File: config.mk
export PLATFORM = sky130hd
export DESIGN_NAME = sf_camera_pixel_capture_flat
export DESIGN_NICKNAME = d
export VERILOG_FILES = /design/src/rtl/sf_camera_pkg.sv /design/src/rtl/sf_camera_pixel_capture_if.sv /design/src/rtl/sf_camera_sync.sv /design/src/rtl/sf_camera_pixel_capture.sv /design/src/flat_wrapper.sv
export SDC_FILE = /design/constraint.sdc
export NUM_CORES = 1
export LEC_CHECK = 0
export ABC_AREA = 1
export BUFFER_PORTS_ARGS = -buffer_cell sky130_fd_sc_hd__buf_2
export CAP_MARGIN = 15
export CORE_ASPECT_RATIO = 0.6
export CORE_UTILIZATION = 30
export CTS_BUF_LIST = sky130_fd_sc_hd__clkbuf_4 sky130_fd_sc_hd__clkbuf_8 sky130_fd_sc_hd__clkbuf_16
export DETAILED_ROUTE_END_ITERATION = 7
export MAX_ROUTING_LAYER = met4
export SETUP_SLACK_MARGIN = 0.15
export SYNTH_ARGS = -nofsm -noshare
export SYNTH_HDL_FRONTEND = slang
export SYNTH_SLANG_ARGS = --single-unit
File: constraint.sdc
create_clock -name clk -period 2.35 [get_ports clk]
set_input_delay 0 -clock clk [delete_from_list [all_inputs] [get_ports clk]]
set_output_delay 0 -clock clk [all_outputs]
set_load 0.01 [all_outputs]
File: src/rtl/sf_camera_pkg.sv
`default_nettype none
// ============================================================================
//  Package     : sf_camera_pkg
//  Description : Shared types and constants for the sf_camera receive path.
//  Revision    : 1.0 - initial release
// ============================================================================
package sf_camera_pkg;

    // Capture FSM encoding
    typedef enum logic [1:0] {
        ST_IDLE         = 2'd0,
        ST_WAIT_VS_HIGH = 2'd1,
        ST_WAIT_VS_LOW  = 2'd2,
        ST_CAPTURE      = 2'd3
    } cap_state_t;

    // The camera sends the high byte of each RGB565 pixel first
    localparam bit C_RGB565_FIRST_IS_HIGH = 1'b1;

    // Default active pixels per line
    localparam int C_DEFAULT_IMAGE_WIDTH = 640;

    // Flip-flops per asynchronous input
    localparam int C_SYNC_DEPTH = 2;

    // Join the two received bytes of a pixel in RGB565 order
    function automatic logic [15:0] rgb565_pack(input logic [7:0] first_byte,
                                                input logic [7:0] second_byte);
        return C_RGB565_FIRST_IS_HIGH ? {first_byte, second_byte}
                                      : {second_byte, first_byte};
    endfunction

endpackage
`default_nettype wire

File: src/rtl/sf_camera_pixel_capture_if.sv
`default_nettype none
// ============================================================================
//  Interface   : sf_camera_pixel_capture_if
//  Description : Pixel stream (valid/ready) with frame-start/line-end markers.
//  Revision    : 1.0 - initial release
// ============================================================================
interface sf_camera_pixel_capture_if;

    logic [15:0] pixel_data;
    logic        pixel_valid;
    logic        pixel_ready;
    logic        frame_start;
    logic        line_end;

    // Producer side (capture block)
    modport master (
        output pixel_data,
        output pixel_valid,
        output frame_start,
        output line_end,
        input  pixel_ready
    );

    // Consumer side (pixel FIFO)
    modport slave (
        input  pixel_data,
        input  pixel_valid,
        input  frame_start,
        input  line_end,
        output pixel_ready
    );

endinterface
`default_nettype wire

File: src/rtl/sf_camera_sync.sv
`default_nettype none
// ============================================================================
//  Module      : sf_camera_sync
//  Description : Parameterizable-width multi-flop synchronizer.
//  Revision    : 1.0 - initial release
// ============================================================================
module sf_camera_sync
    import sf_camera_pkg::*;
#(
    parameter int WIDTH = 1,
    parameter int DEPTH = C_SYNC_DEPTH
) (
    input  wire logic             clk,
    input  wire logic             rst,
    input  wire logic [WIDTH-1:0] i_d,
    output logic      [WIDTH-1:0] o_q
);

    logic [WIDTH-1:0] r_stage [DEPTH];

    // Shift the asynchronous input through the synchronizer chain
    always_ff @(posedge clk) begin
        if (rst) begin
            for (int k = 0; k < DEPTH; k++) r_stage[k] <= '0;
        end else begin
            r_stage[0] <= i_d;
            for (int k = 1; k < DEPTH; k++) r_stage[k] <= r_stage[k-1];
        end
    end

    assign o_q = r_stage[DEPTH-1];

endmodule
`default_nettype wire

File: src/rtl/sf_camera_pixel_capture.sv
`default_nettype none
// ============================================================================
//  Module      : sf_camera_pixel_capture
//  Description : Samples the camera pclk/vsync/href/data in the system clock
//                domain, pairs bytes into RGB565 pixels and presents them on a
//                single-entry valid/ready stream with frame/line markers.
//  Revision    : 1.0 - initial release
// ============================================================================
module sf_camera_pixel_capture
    import sf_camera_pkg::*;
#(
    parameter int IMAGE_WIDTH   = C_DEFAULT_IMAGE_WIDTH,
    parameter int PIX_CNT_WIDTH = 12
) (
    input  wire logic                          clk,
    input  wire logic                          rst,
    input  wire logic                          i_enable,
    input  wire logic                          i_cam_pclk,
    input  wire logic                          i_cam_vsync,
    input  wire logic                          i_cam_href,
    input  wire logic [7:0]                    i_cam_data,
    sf_camera_pixel_capture_if.master          pix,
    output logic      [15:0]                   o_frame_count,
    output logic                               o_overflow,
    output logic                               o_busy
);

    localparam logic [PIX_CNT_WIDTH-1:0] C_LAST_PIX = PIX_CNT_WIDTH'(IMAGE_WIDTH - 1);

    logic [10:0]              w_sync_q;
    logic                     r_pclk_d;
    logic                     r_pclk_rise;
    logic                     r_vsync;
    logic                     r_vsync_prev;
    logic                     r_href;
    logic                     r_href_prev;
    logic [7:0]               r_data;
    cap_state_t               r_state;
    cap_state_t               w_state_next;
    logic                     r_phase;
    logic [7:0]               r_high;
    logic [PIX_CNT_WIDTH-1:0] r_pix_cnt;
    logic                     r_first_pix;
    logic                     w_vsync_rise;
    logic                     w_href_fall;
    logic                     w_enter_capture;
    logic                     w_pixel_form;
    logic                     w_accept;

    sf_camera_sync #(
        .WIDTH (11),
        .DEPTH (C_SYNC_DEPTH)
    ) u_sync (
        .clk (clk),
        .rst (rst),
        .i_d ({i_cam_pclk, i_cam_vsync, i_cam_href, i_cam_data}),
        .o_q (w_sync_q)
    );

    // Edge-detect pclk and keep data/href/vsync aligned with the rise strobe
    always_ff @(posedge clk) begin
        if (rst) begin
            r_pclk_d     <= 1'b0;
            r_pclk_rise  <= 1'b0;
            r_vsync      <= 1'b0;
            r_vsync_prev <= 1'b0;
            r_href       <= 1'b0;
            r_href_prev  <= 1'b0;
            r_data       <= 8'd0;
        end else begin
            r_pclk_d     <= w_sync_q[10];
            r_pclk_rise  <= w_sync_q[10] & ~r_pclk_d;
            r_vsync      <= w_sync_q[9];
            r_vsync_prev <= r_vsync;
            r_href       <= w_sync_q[8];
            r_href_prev  <= r_href;
            r_data       <= w_sync_q[7:0];
        end
    end

    assign w_vsync_rise    = r_vsync & ~r_vsync_prev;
    assign w_href_fall     = r_href_prev & ~r_href;
    assign w_enter_capture = (r_state != ST_CAPTURE) && (w_state_next == ST_CAPTURE);
    assign w_pixel_form    = (r_state == ST_CAPTURE) && r_pclk_rise && r_href && r_phase;
    assign w_accept        = pix.pixel_valid & pix.pixel_ready;
    assign o_busy          = (r_state == ST_CAPTURE);

    // FSM state register
    always_ff @(posedge clk) begin
        if (rst) r_state <= ST_IDLE;
        else     r_state <= w_state_next;
    end

    // FSM next state; a frame in progress always runs to its closing vsync
    always_comb begin
        w_state_next = r_state;
        unique case (r_state)
            ST_IDLE:         if (i_enable) w_state_next = ST_WAIT_VS_HIGH;
            ST_WAIT_VS_HIGH: if (!i_enable)    w_state_next = ST_IDLE;
                             else if (r_vsync) w_state_next = ST_WAIT_VS_LOW;
            ST_WAIT_VS_LOW:  if (!i_enable)     w_state_next = ST_IDLE;
                             else if (!r_vsync) w_state_next = ST_CAPTURE;
            ST_CAPTURE:      if (w_vsync_rise)
                                 w_state_next = i_enable ? ST_WAIT_VS_LOW : ST_IDLE;
            default:         w_state_next = ST_IDLE;
        endcase
    end

    // Byte pairing, pixel position and first-pixel-of-frame tracking
    always_ff @(posedge clk) begin
        if (rst) begin
            r_phase     <= 1'b0;
            r_high      <= 8'd0;
            r_pix_cnt   <= '0;
            r_first_pix <= 1'b0;
        end else if (w_enter_capture) begin
            r_phase     <= 1'b0;
            r_pix_cnt   <= '0;
            r_first_pix <= 1'b1;
        end else if (r_state == ST_CAPTURE) begin
            if (!r_href) begin
                r_phase <= 1'b0;
            end else if (r_pclk_rise) begin
                if (!r_phase) r_high <= r_data;
                r_phase <= ~r_phase;
            end
            if (w_href_fall)       r_pix_cnt <= '0;
            else if (w_pixel_form) r_pix_cnt <= r_pix_cnt + PIX_CNT_WIDTH'(1);
            if (w_pixel_form)      r_first_pix <= 1'b0;
        end
    end

    // Single-entry output register; a pixel arriving while one is stalled is dropped
    always_ff @(posedge clk) begin
        if (rst) begin
            pix.pixel_valid <= 1'b0;
            pix.pixel_data  <= 16'd0;
            pix.frame_start <= 1'b0;
            pix.line_end    <= 1'b0;
            o_overflow      <= 1'b0;
        end else if (w_pixel_form) begin
            if (pix.pixel_valid && !pix.pixel_ready) begin
                o_overflow <= 1'b1;
            end else begin
                pix.pixel_valid <= 1'b1;
                pix.pixel_data  <= rgb565_pack(r_high, r_data);
                pix.frame_start <= r_first_pix;
                pix.line_end    <= (r_pix_cnt == C_LAST_PIX);
            end
        end else if (w_accept) begin
            pix.pixel_valid <= 1'b0;
        end
    end

    // Completed-frame counter, bumped by the vsync that closes a frame
    always_ff @(posedge clk) begin
        if (rst)                                      o_frame_count <= 16'd0;
        else if (r_state == ST_CAPTURE && w_vsync_rise) o_frame_count <= o_frame_count + 16'd1;
    end

endmodule
`default_nettype wire

File: src/flat_wrapper.sv
// flat-port wrapper written by rule: the top's interface ports become plain ports
module sf_camera_pixel_capture_flat import sf_camera_pkg::*;
#(
    parameter int IMAGE_WIDTH   = C_DEFAULT_IMAGE_WIDTH,
    parameter int PIX_CNT_WIDTH = 12
)
  (clk, rst, i_enable, i_cam_pclk, i_cam_vsync, i_cam_href, i_cam_data, o_frame_count, o_overflow, o_busy, pix_pixel_data, pix_pixel_valid, pix_frame_start, pix_line_end, pix_pixel_ready);
  sf_camera_pixel_capture_if pix_i ();
  input  wire logic clk;
  input  wire logic rst;
  input  wire logic i_enable;
  input  wire logic i_cam_pclk;
  input  wire logic i_cam_vsync;
  input  wire logic i_cam_href;
  input  wire logic [7:0] i_cam_data;
  output logic      [15:0] o_frame_count;
  output logic o_overflow;
  output logic o_busy;
  output wire logic [$bits(pix_i.pixel_data)-1:0] pix_pixel_data;
  output wire logic [$bits(pix_i.pixel_valid)-1:0] pix_pixel_valid;
  output wire logic [$bits(pix_i.frame_start)-1:0] pix_frame_start;
  output wire logic [$bits(pix_i.line_end)-1:0] pix_line_end;
  input wire logic [$bits(pix_i.pixel_ready)-1:0] pix_pixel_ready;
  assign pix_pixel_data = pix_i.pixel_data;
  assign pix_pixel_valid = pix_i.pixel_valid;
  assign pix_frame_start = pix_i.frame_start;
  assign pix_line_end = pix_i.line_end;
  assign pix_i.pixel_ready = pix_pixel_ready;
  sf_camera_pixel_capture #(.IMAGE_WIDTH(IMAGE_WIDTH), .PIX_CNT_WIDTH(PIX_CNT_WIDTH)) u_core (.clk(clk), .rst(rst), .i_enable(i_enable), .i_cam_pclk(i_cam_pclk), .i_cam_vsync(i_cam_vsync), .i_cam_href(i_cam_href), .i_cam_data(i_cam_data), .pix(pix_i), .o_frame_count(o_frame_count), .o_overflow(o_overflow), .o_busy(o_busy));
endmodule
==> metrics.md, run 1 <==
| Metric | Value |
|---|---|
| Max-Cap Viols | `0` |
| Die width | `145 um` |
| Fin. Hold Viols | `0` |
| H-tree levels | `3` |
| Place WS | `0.781 ns` |
| Initial antenna violation count | `0` |
| Clock edge transition at the registers on the reported setup and hold paths | `0.06 ns` |
| Worst hold path class | `in2reg` |
| Slew Limit Fails | `0` |
| DRC | `0` |
| Gr busiest metal | `met2` |
| Clock skew | `0.00646 ns` |
| RSZ-0062 raised after global routing | `false` |
| Cells after Synth | `462` |
| Max-slew headroom | `0.607` |
| Mapped cell area | `3700 um^2` |
| Initial Util | `0.318` |
| TritonRoute pass-1 iters | `6` |
| IO Count | `52` |
| Yosys reg bits | `96` |
| Die Ht | `88.0 um` |
| Iter 0 DRT Violations | `213` |
| Top FF cell, synth | `dfxtp_1` |
| CP max FO | `5` |
| Root buffer cell | `clkbuf_16` |
| Worst Setup SP | `u_core.r_pix_cnt[0]` |
| Clock Sinks | `96` |
| Max Root-Sink Buffers | `2` |
| Maximum clock rate | `605 MHz` |
| Core Util, Final | `0.392` |
| Syn-to-layout area delta | `23.4%` |
| Min Tclk post-route | `1.65 ns` |
| Full die area | `12,800 um^2` |
| Most frequent cells in the layout | `dfxtp_1 (96), nor2_1 (79), inv_1 (75)` |
| Worst min-delay path startpoint | `pix_pixel_ready` |
| Core area | `11,600 um^2` |
| Cell Rows | `30` |
| Pwr dens | `739 nW/um^2` |
| Non-Filler Instances | `692` |
| DPL Wire Length | `5.19 mm` |
| Crit. End Element | `flop` |
| Fraction of layout cells with a size suffix above 1 | `0.201` |
| Clk_lat worst skew | `0.34 ns` |
| Remaining global-route overflow | `0` |
| Final Setup Violations | `0` |
| Async SR Flop Fraction | `0` |
| Leak pwr | `1.93 nW` |
| Distinct cell type count after synthesis | `34` |
| Peak supply drop | `0.383 mV` |
| # nets final | `544` |
| Via density | `4.25` |
| Routability Congestion | `0.781` |
| IO Port Bufs | `51` |
| Final period utilization | `0.704` |
| Gr usage total | `0.131` |
| Final WL | `7.39 mm` |
| Grt met2 use | `0.198` |
| Net Count, Synth | `479` |
| Crit path DAT | `1.87 ns` |
| Kind of critical path | `reg2reg` |
| Commonest non-fill, non-tap cell in the layout | `dfxtp_1` |
| CTS Buf Count | `9` |
| Worst EP required | `2.57 ns` |
| Seq/Total Area, Yosys | `0.520` |
| Least-Margin Pin Slew | `0.585 ns` |
| Setup tns final | `0 ns` |
| Worst setup SP type | `flop` |
| Placed cell count | `663` |
| GRT met3 Usage | `0.0453` |
| Mapped Avg Cell Area | `8.01 um^2` |
| First-pass GRT wire length | `12.8 mm` |
| Largest net degree at the start of global routing | `55` |
| CTS tree | `yes` |
| Final ANT Viol Nets | `0` |
| Antenna diode count | `0` |
| Postcts setup bufs | `0` |
| Synth Warn # | `0` |
| Outcome | `finished clean` |
| Number of global-route vias before repair | `2,778` |
| Final worst slack | `0.696 ns` |
| Reg2Reg Launch Point | `u_core.r_pix_cnt[0]` |
| Via Count | `2,944` |
| WL/cell | `10.7 um` |
| Number of synthesized flops with an enable pin | `0` |
| Met1 GRT Util | `0.165` |
==> sequential cells by signal, indices dropped and copies added, names as in the netlist <==
register / cells
u_core.o_frame_count: 16
u_core.o_overflow: 1
u_core.pix.frame_start: 1
u_core.pix.line_end: 1
u_core.pix.pixel_data: 16
u_core.pix.pixel_valid: 1
u_core.r_data: 8
u_core.r_first_pix: 1
u_core.r_high: 8
u_core.r_href: 1
u_core.r_href_prev: 1
u_core.r_pclk_d: 1
u_core.r_pclk_rise: 1
u_core.r_phase: 1
u_core.r_pix_cnt: 12
u_core.r_state: 2
u_core.r_vsync: 1
u_core.r_vsync_prev: 1
u_core.u_sync.r_stage: 22
==> metrics by stage <==
step	area (um^2)	hold slack, ns	power [mW]
after global routing	4560	0.0245	3.53
after global placement	4090	0.199	1.77
after CTS	4560	0.0134	3.43
after detailed placement	4090	0.207	1.77
final	4560	0.0403	3.37
after floorplan	3700	0.107	1.74
==> per-layer routing <==
metal	up-vias	share of wire
met3	2	0.044
met5	-	0
met4	0	0.0026
met1	1328	0.52
li1	1561	-
met2	53	0.44
==> worst max-delay path: stages, from the launching register on <==
cell	delay, ns
dfxtp_1	0.38
ha_1	0.19
nand2_1	0.09
nor3_1	0.47
nand3_2	0.17
xor2_1	0.19
nor2_1	0.05
==> final cells by class <==
| cell class | count | area (um^2) |
|---|---|---|
| fillers | 1193 | 7070 |
| flip-flops and latches | 96 | 1920 |
| well taps | 160 | 200 |
| inverters | 78 | 303 |
| clock inverters | 2 | 60.1 |
| multi-input cells | 276 | 1400 |
| clock buffers | 14 | 282 |
| repair buffers | 66 | 400 |
==> Yosys cell counts (3+ instances only) <==
cell type / n / area [um^2]
a21oi_1: 26 / 130
nor3_1: 12 / 60.1
nor2_1: 79 / 297
nand2_1: 71 / 267
xor2_1: 5 / 43.8
buf_1: 4 / 15.0
nand2_4: 3 / 33.8
inv_1: 75 / 282
a21oi_2: 9 / 78.8
clkbuf_1: 5 / 18.8
nand2_2: 12 / 75.1
nand4_1: 6 / 37.5
nand3_2: 4 / 40.0
o21ai_0: 18 / 90.1
nor2_4: 4 / 45.0
dfxtp_1: 96 / 1920
nand3_1: 10 / 50.1
o21a_1: 3 / 22.5
==> repair_timing <==
item	4_1_cts	5_1_grt
hold buffers	13	0
hold endpoints to repair	16	0
endpoints found under the setup margin	0	0
gates resized for setup	0	0
==> power breakdown <==
part / switching [mW] / total, mW / internal [mW]
Clock: 0.576 / 1.62 / 1.04
Sequential: 0.00832 / 1.66 / 1.65
Combinational: 0.0523 / 0.0917 / 0.0394
==> path summary, 6_finish.rpt <==
kind                            end  slack [ns]  cells after the start
min reg2reg      u_core.r_pclk_rise        0.39                      1
max reg2reg     u_core.r_pix_cnt[8]        0.70                      6
min          u_core.pix.pixel_valid        0.04                      3
max             u_core.r_pix_cnt[8]        0.70                      6
==> kinds of logic (layout without fill, tap and decap cells) <==
kind of cell    count (synthesis)  in the layout  share of synthesized area
simple gates                  207            207                      0.260
flops                          96             96                      0.520
compound gates                 61             61                     0.0968
buf+inv                        90            160                      0.103
xor+xnor                        6              6                     0.0142
fa+ha+maj                       2              2                    0.00676
(Power assumes the default switching activity.)
==> run 2, diff against run 1 <==
==> constraint.sdc (replaced) <==
create_clock -name clk -period 1.5 [get_ports clk]
set_input_delay 0 -clock clk [delete_from_list [all_inputs] [get_ports clk]]
set_output_delay 0 -clock clk [all_outputs]
set_load 0.01 [all_outputs]
==> metrics.md, run 2 (synthesized netlist as in run 1, its figures left out) <==
| Metric | Value |
|---|---|
| DRC | `0 (unchanged)` |
| Syn-to-layout area delta | `30.6% (was 23.4%)` |
| Antenna diode count | `0 (unchanged)` |
| Reg2Reg Launch Point | `u_core.r_pix_cnt[0] (unchanged)` |
| Die width | `145 um (unchanged)` |
| H-tree levels | `3 (unchanged)` |
| Comb power frac | `0.032 (was 0.027)` |
| Reg2reg setup slack | `0.19 ns (was 0.70 ns)` |
| Max Root-Sink Buffers | `2 (unchanged)` |
| Max-slew headroom | `0.760 (was 0.607)` |
| Final ANT Viol Nets | `0 (unchanged)` |
| # nets final | `567 (was 544)` |
| WL/cell | `11.1 um (was 10.7 um)` |
| DPL Wire Length | `5.45 mm (was 5.19 mm)` |
| Core Util, Final | `0.415 (was 0.392)` |
| Commonest non-fill, non-tap cell in the layout | `dfxtp_1 (unchanged)` |
| Min Tclk post-route | `1.31 ns (was 1.65 ns)` |
| Worst Setup SP | `u_core.r_pix_cnt[0] (unchanged)` |
| Pwr dens | `1020 nW/um^2 (was 739 nW/um^2)` |
| Sw Ratio | `0.221 (was 0.189)` |
| Largest Register | `u_core.u_sync.r_stage (unchanged)` |
| CTS tree | `yes (unchanged)` |
| Slew Limit Fails | `0 (unchanged)` |
| Internal power | `3.82 mW (was 2.73 mW)` |
| Gr usage total | `0.131 (about the same)` |
| IO Count | `52 (unchanged)` |
| Worst hold path class | `in2reg (unchanged)` |
| Crit path cell chain | `ha_4 > nand2_2 > nor3_4 > buf_6 > nand3_2 > xor2_1 > nor2_1 (was ha_1 > nand2_1 > nor3_1 > nand3_2 > xor2_1 > nor2_1)` |
| Fin. Hold Viols | `0 (unchanged)` |
| Final Setup Violations | `0 (unchanged)` |
| CP bufs+invs | `1 (was 0)` |
| Least-Margin Pin Slew | `0.357 ns (was 0.585 ns)` |
| CP max FO | `4 (was 5)` |
| CP top delay family | `simple AND/OR/NAND/NOR gates (unchanged)` |
| Iter 0 DRT Violations | `131 (was 213)` |
| Number of global-route vias before repair | `2,859 (was 2,778)` |
| Initial antenna violation count | `0 (unchanged)` |
| Via Count | `3,059 (was 2,944)` |
| Maximum clock rate | `761 MHz (was 605 MHz)` |
| Largest net degree at the start of global routing | `65 (was 55)` |
| Root buffer cell | `clkbuf_16 (unchanged)` |
| Routability Congestion | `0.811 (was 0.781)` |
| Core area | `11,600 um^2 (unchanged)` |
| Full die area | `12,800 um^2 (unchanged)` |
| Pwr Total | `4.91 mW (was 3.37 mW)` |
| CTS Buf Count | `9 (unchanged)` |
| First-pass GRT wire length | `13.0 mm (was 12.8 mm)` |
| Leak pwr | `2.06 nW (was 1.93 nW)` |
| Switching power | `1.09 mW (was 0.637 mW)` |
| Setup tns final | `0 ns (unchanged)` |
| RSZ-0062 raised after global routing | `true (was false)` |
| Worst min-delay path startpoint | `pix_pixel_ready (unchanged)` |
| Clock skew | `0.00864 ns (was 0.00646 ns)` |
| TritonRoute pass-1 iters | `4 (was 6)` |
| CP peak stage delay | `0.37 ns (was 0.47 ns)` |
| Kind of critical path | `reg2reg (unchanged)` |
| Outcome | `finished clean (unchanged)` |
| IO Port Bufs | `51 (unchanged)` |
| Flip-flop count of the largest register after layout | `22 (unchanged)` |
| Cell Rows | `30 (unchanged)` |
| Peak supply drop | `0.659 mV (was 0.383 mV)` |
| Crit path DAT | `1.55 ns (was 1.87 ns)` |
| Fraction of layout cells with a size suffix above 1 | `0.281 (was 0.201)` |
| Worst setup SP type | `flop (unchanged)` |
| Largest regs | `u_core.u_sync.r_stage: 22 flops, u_core.o_frame_count: 16 flops, u_core.pix.pixel_data: 16 flops (unchanged)` |
| Final period utilization | `0.876 (was 0.704)` |
| Most frequent cells in the layout | `dfxtp_1 (88), nor2_1 (75), inv_1 (73) (was dfxtp_1 (96), nor2_1 (79), inv_1 (75))` |
| Remaining global-route overflow | `0 (unchanged)` |
| Final WL | `7.94 mm (was 7.39 mm)` |
| Crit. End Element | `flop (unchanged)` |
| Worst EP required | `1.73 ns (was 2.57 ns)` |
| Via density | `4.28 (was 4.25)` |
| Initial Util | `0.318 (unchanged)` |
| Seq pwr share | `0.529 (was 0.492)` |
| Clock Sinks | `96 (unchanged)` |
| Slowest CP cell | `dfxtp_2 (was nor3_1)` |
| Clock edge transition at the registers on the reported setup and hold paths | `0.07 ns (was 0.06 ns)` |
| Max-Cap Viols | `0 (unchanged)` |
| Clk_lat worst skew | `0.34 ns (about the same)` |
| Die Ht | `88.0 um (unchanged)` |
| Clock power share | `0.439 (was 0.480)` |
run 2: cell type report:
class | instances | area, um^2
Clock buffer | 10 | 233
Clock inverter | 6 | 51.3
Fill cell | 1185 | 6810
Inverter | 78 | 305
Multi-Input combinational cell | 276 | 1500
Sequential cell | 96 | 1940
Tap cell | 160 | 200
Timing Repair Buffer | 89 | 603
run 2: what timing repair did:
item,in CTS,in global routing
buffers inserted,3,13
pin swaps,2,10
endpoints found under the hold margin,13,0
setup endpoints to repair,16,37
hold buffers,12,0
gates resized for setup,5,36
run 2: worst paths after layout:
check | to | cells after the start
setup / recovery | u_core.r_pix_cnt[8] | 7
hold / removal | u_core.pix.pixel_valid | 3
setup reg to reg | u_core.r_pix_cnt[8] | 7
hold reg to reg | u_core.r_pclk_rise | 1
run 2: tightest hold or removal path, stage by stage:
cell and delay (ns):
buf_2 0.10, or2_2 0.15, a21oi_1 0.07
run 2: routing by layer:
layer	GRT usage	up-vias	routed length (um)
met4	0.0459	0	63
met3	0.0370	6	214
li1	-	1597	-
met1	0.164	1403	4180
met2	0.204	53	3480
met5	-	-	0
run 2: per-stage QoR:
| step | instances | setup WS, ns | hold slack, ns | instance area, um^2 |
|---|---|---|---|---|
| floorplan | 462 | 0.205 | 0.107 | 3700 |
| global placement | 671 | 0.159 | 0.204 | 4170 |
| detailed placement | 671 | 0.0536 | 0.208 | 4170 |
| CTS | 702 | 0.109 | 0.0149 | 4610 |
| global route | 715 | 0.111 | 0.0333 | 4830 |
| finish | 715 | 0.186 | 0.0391 | 4830 |
run 2: power by group through the flow:
stage	sequential, mW	clock (mW)	combinational, mW
4_1_cts	2.60	2.23	0.154
3_3_place_gp	2.66	0	0.128
6_report	2.60	2.15	0.157
5_1_grt	2.60	2.36	0.179
2_1_floorplan	2.65	0	0.0792
3_5_place_dp	2.66	0	0.130
